$ cat src/rtl/fir_fifo_imem.sv
// fir_fifo_imem
// Sample FIFO and a 64-word synchronous single-port memory sharing one clock
// and one reset. The two blocks are completely independent.
//
// Ports:
//   clk         rising-edge clock for all logic
//   rstn        asynchronous active-low reset
//   valid_in    FIFO write request, din sampled at the edge
//   din         FIFO write data
//   rd_en       FIFO read request, head popped at the edge
//   fifo_out    registered FIFO read data (holds last popped value)
//   fifo_empty  FIFO holds no entries
//   fifo_full   FIFO holds DEPTH entries
//   CEN         memory chip enable, active-low
//   WEN         memory write enable, active-low
//   A           memory word address
//   D           memory write data
//   Q           registered memory read data
module fir_fifo_imem #(
  parameter int DEPTH = 16,
  parameter int DW    = 16
) (
  input  logic          clk,
  input  logic          rstn,
  input  logic          valid_in,
  input  logic [DW-1:0] din,
  input  logic          rd_en,
  output logic [DW-1:0] fifo_out,
  output logic          fifo_empty,
  output logic          fifo_full,
  input  logic          CEN,
  input  logic          WEN,
  input  logic [5:0]    A,
  input  logic [DW-1:0] D,
  output logic [DW-1:0] Q
);

  localparam int            AW         = $clog2(DEPTH);
  localparam logic [AW:0]   FULL_COUNT = (AW+1)'(DEPTH);

  logic [DW-1:0] r_fifoMem [DEPTH];
  logic [AW-1:0] r_wptr;
  logic [AW-1:0] r_rptr;
  logic [AW:0]   r_count;
  logic [DW-1:0] r_fifoOut;

  logic [DW-1:0] r_mem [64];
  logic [DW-1:0] r_q;

  logic w_wrAccept;
  logic w_rdAccept;

  // Flags come straight from the registered count; a write or read is only
  // accepted against the flag values seen before the edge, so a full FIFO
  // drops a simultaneous write and an empty FIFO never bypasses new data.
  assign fifo_empty = (r_count == '0);
  assign fifo_full  = (r_count == FULL_COUNT);
  assign w_wrAccept = valid_in && !fifo_full;
  assign w_rdAccept = rd_en && !fifo_empty;

  assign fifo_out = r_fifoOut;
  assign Q        = r_q;

  // FIFO storage and write pointer. Pointers are exactly log2(DEPTH) bits so
  // they wrap from DEPTH-1 to 0 on their own.
  always_ff @(posedge clk or negedge rstn) begin
    if (!rstn) begin
      r_wptr <= '0;
      for (int i = 0; i < DEPTH; i++) begin
        r_fifoMem[i] <= '0;
      end
    end else if (w_wrAccept) begin
      r_fifoMem[r_wptr] <= din;
      r_wptr            <= r_wptr + 1'b1;
    end
  end

  // Read pointer and output register; fifo_out only changes on an accepted pop.
  always_ff @(posedge clk or negedge rstn) begin
    if (!rstn) begin
      r_rptr    <= '0;
      r_fifoOut <= '0;
    end else if (w_rdAccept) begin
      r_fifoOut <= r_fifoMem[r_rptr];
      r_rptr    <= r_rptr + 1'b1;
    end
  end

  // Occupancy: a simultaneous accepted write and read leaves it unchanged.
  always_ff @(posedge clk or negedge rstn) begin
    if (!rstn) begin
      r_count <= '0;
    end else begin
      case ({w_wrAccept, w_rdAccept})
        2'b10:   r_count <= r_count + 1'b1;
        2'b01:   r_count <= r_count - 1'b1;
        default: r_count <= r_count;
      endcase
    end
  end

  // Single-port memory: a write leaves Q untouched, a read updates Q one
  // cycle later, and a disabled chip ignores WEN, A and D entirely.
  always_ff @(posedge clk or negedge rstn) begin
    if (!rstn) begin
      r_q <= '0;
      for (int i = 0; i < 64; i++) begin
        r_mem[i] <= '0;
      end
    end else if (!CEN) begin
      if (!WEN) begin
        r_mem[A] <= D;
      end else begin
        r_q <= r_mem[A];
      end
    end
  end

endmodule

$ cat config.mk
export PLATFORM = sky130hd
export DESIGN_NAME = fir_fifo_imem
export DESIGN_NICKNAME = d
export VERILOG_FILES = /design/src/rtl/fir_fifo_imem.sv
export SDC_FILE = /design/constraint.sdc
export NUM_CORES = 2
export LEC_CHECK = 0
export BUFFER_PORTS_ARGS = -buffer_cell sky130_fd_sc_hd__buf_2
export CORE_UTILIZATION = 50
export CTS_CLUSTER_DIAMETER = 40
export DETAILED_ROUTE_END_ITERATION = 8
export PLACE_DENSITY = 0.62
export SLEW_MARGIN = 10
export SYNTH_ARGS = -nofsm -noshare
export SYNTH_HDL_FRONTEND = slang
export SYNTH_SLANG_ARGS = --single-unit
$ cat constraint.sdc
create_clock -name clk -period 3.4 [get_ports clk]
set_input_delay 0.34 -clock clk [delete_from_list [all_inputs] [get_ports clk]]
set_output_delay 0.34 -clock clk [all_outputs]
set_load 0.02 [all_outputs]
==> flow_metrics.py <==
metrics = {
    "job": {
        "max_cap_violations": 0,
    },
    "synthesis": {
        "synth_edf_count": 0,
        "ys_warn_count": 0,
        "synthAdderAreaFrac_pct": 0.222,
        "yosysSeqAreaShare_pct": 55.5,
        "syn_inst": 3870,
        "dominantRegCellSynth": "dfrtp_1",
        "syn-num-nets": 3924,
        "synth.area.mux_share_pct": 38.0,
        "synth-simple-area-share_pct": 1.42,
        "synthDistinctLibCells": 45,
        "syn-cell-area_um2": 59800,
        "ys_ff_latch": 1325,
        "synth_compound_area_share_pct": 2.20,
        "synth_top_family_by_area": "multiplexers",
        "syn_avg_cell_area_um2": 15.4,
        "synthArstFlopShare_pct": 100,
        "synth_xor_area_share_pct": 0.161,
    },
    "routing": {
        "routed_via_density": 6.01,
        "dr.pass1.iters": 7,
        "routedWlPerCell_um": 26.9,
        "drt_iter0_drc": 2056,
        "drc": 0,
        "routed_wirelength_mm": 154,
        "drtAntennaViolNets": 0,
        "vias": 34400,
    },
    "clock_network": {
        "clkTransAtPathRegs_ps": 60,
        "cts_sinks": 1325,
        "cts-root-buf": "clkbuf_16",
        "cts_tree": "built",
        "h-tree-depth": 4,
        "cts_hold_buf": 14,
        "clk_latency_ps": 800,
        "cts.path.max_buffers": 3,
        "cts_buffers": 181,
        "post-cts-setup-buffer-count": 0,
        "cts-resized-gates": 0,
    },
    "sta": {
        "holdWs_ps": 36.5,
        "finalSetupTns_ps": 0,
        "final-setup-viol-count": 0,
        "relSlewSlack_pct": 18.6,
        "worstMarginPinSlew_ps": 1220,
        "period_share_pct": 83.8,
        "drv_slew": 0,
        "period_needed_ps": 2850,
        "finalHoldViolCount": 0,
        "max_freq_mhz": 351,
        "rsz0062_at_grt": "false",
        "fin_worst_skew_ps": 29.1,
    },
    "power_and_ir_drop": {
        "leakagePower_nw": 33.0,
        "switching_share_pct": 26.1,
        "power.total_mw": 48.1,
        "p_sw_mw": 12.5,
        "clkPwrFrac_pct": 41.5,
        "p_seq_share_pct": 41.3,
        "p_per_area_nw_per_um2": 692,
        "p_comb_share_pct": 17.2,
        "p_int_mw": 35.5,
        "ir_drop_uv": 567,
    },
    "global_routing": {
        "first_global_vias": 36400,
        "grt-ovfl-total": 0,
        "grt_max_degree": 124,
        "grt_pass1_wl_mm": 238,
        "antenna_found_initial": 5,
        "grt_use_total_pct": 26.3,
    },
    "worst_setup_path": {
        "arrival_ps": 3520,
        "startpoint_type": "flop",
        "path_max_fanout": 5,
        "required_ps": 4070,
        "worstSetupPathType": "reg2reg",
        "cp-end-kind": "flop",
    },
    "placement": {
        "numPortBuffers": 77,
        "gp_congestion": 0.800,
        "dp_hpwl_mm": 94.8,
        "dpl-instance-area_um2": 62900,
    },
    "outcome": {
        "status": "finished clean",
    },
    "floorplan": {
        "core_um2": 118000,
        "die_y_um": 348,
        "die_width_um": 348,
        "dieArea_um2": 121000,
        "ioPinCount": 78,
        "num_rows": 126,
        "start_util_pct": 50.6,
    },
    "min_path": {
        "hp-class": "in2reg",
    },
    "finish": {
        "drive_gt1_share_pct": 52.7,
        "area_growth_pct": 16.2,
        "nets": 4076,
        "fill_cells": 9269,
        "finalInstanceArea_um2": 69500,
    },
}
## final timing paths
| check | startpoint | end | slack (ps) | cells after the start |
|---|---|---|---|---|
| worst min-delay path | din[6] | r_fifoMem[102] | 40 | 2 |
| worst max register to register | r_count[0] | r_count[4] | 550 | 10 |
| max in group asynchronous | rstn | r_rptr[0] | 2150 | 4 |
| worst min register to register | r_fifoMem[154] | r_fifoMem[154] | 500 | 1 |
| worst max-delay path | r_count[0] | r_count[4] | 550 | 10 |
| min in group asynchronous | rstn | r_mem[491] | 100 | 2 |
## logic make-up after synthesis
family	count (synthesis)
xor gates and xnor gates	11
buffers and inverters	354
adders and majority gates	10
and+or+nand+nor	161
AOI/OAI and AO/OA	207
muxes	1802
DFF	1325
## power by group through the flow
stage          clock (mW)  sequential, mW  combinational, mW
2_1_floorplan           0            19.7               6.11
3_3_place_gp            0            20.0               8.24
3_5_place_dp            0            20.1               8.39
4_1_cts              20.3            19.8               8.43
5_1_grt              21.0            20.2               8.92
6_report             19.9            19.9               8.27
## routing by layer
layer  track usage [%]  part of all wire, %  vias up
met5                 0               0.0084        -
met4              8.12                  2.5        2
met3              3.75                  4.1      227
met2              43.2                   49      724
met1              36.2                   44    18600
li1                  -                    -    14800
## flip-flops by register name, indices dropped and copies added (netlist names)
register,count
fifo_out,16
Q,16
r_fifoMem,256
r_mem,1024
r_wptr,4
r_count,5
r_rptr,4
## worst max-delay path, cell delays in order (launching register included)
cell	delay, ps
dfrtp_1	440
or4_1	580
o21ai_2	170
inv_1	110
ha_1	270
fa_1	420
a21o_1	190
a21oi_1	170
xor2_1	160
nor2_1	60
xor2_1	140
## final cells by class
cell class,instances,area [um2],area share (%)
multi-input combinational,2191,25200,36.2
clock buffer,217,4840,6.96
antenna,3,7.51,0.0108
tap,1536,1920,2.77
sequential,1325,33200,47.7
timing repair buffer,318,2720,3.91
clock inverter,123,1630,2.35
inverter,5,18.8,0.0270
## stage by stage
stage	instances	setup slack [ps]	utilization, %
after floorplan	3870	297	-
after global placement	5361	368	53.2
after detailed placement	5361	392	53.2
after CTS	5715	554	58.8
after global routing	5715	380	58.8
final	5718	551	58.8
## layout by cell type, fill, tap and decap left out, drive strengths merged, types with 22 or more instances in the layout
master | netlist | layout
nand2 | 64 | 64
nand4 | 22 | 22
buf | 136 | 303
mux4 | 246 | 246
o21ai | 63 | 63
mux2 | 1298 | 1298
nor2 | 31 | 31
inv | 5 | 31
o22ai | 106 | 106
clkinv | 0 | 54
clkbuf | 213 | 218
bufinv | 0 | 26
dfrtp | 1325 | 1325
mux2i | 258 | 258
## synth_stat cells, types with 3 or more instances
master | n | area, um2
nor2b_1 | 3 | 18.8
mux2i_1 | 258 | 2580
nand3b_1 | 3 | 22.5
nand4_1 | 22 | 138
xor2_1 | 3 | 26.3
o32a_1 | 15 | 150
nand3_1 | 14 | 70.1
buf_1 | 41 | 154
buf_6 | 8 | 90.1
nand2b_1 | 5 | 31.3
o22ai_1 | 106 | 663
nor2_1 | 31 | 116
o21ai_0 | 62 | 310
clkbuf_1 | 213 | 800
mux2_2 | 1298 | 14600
xnor2_1 | 8 | 70.1
o22a_1 | 14 | 123
nand2_4 | 8 | 90.1
ha_1 | 9 | 113
nand2_1 | 56 | 210
buf_2 | 87 | 435
mux4_2 | 246 | 5540
inv_1 | 5 | 18.8
dfrtp_1 | 1325 | 33200
Note: power is estimated with default switching activity, not from simulation.
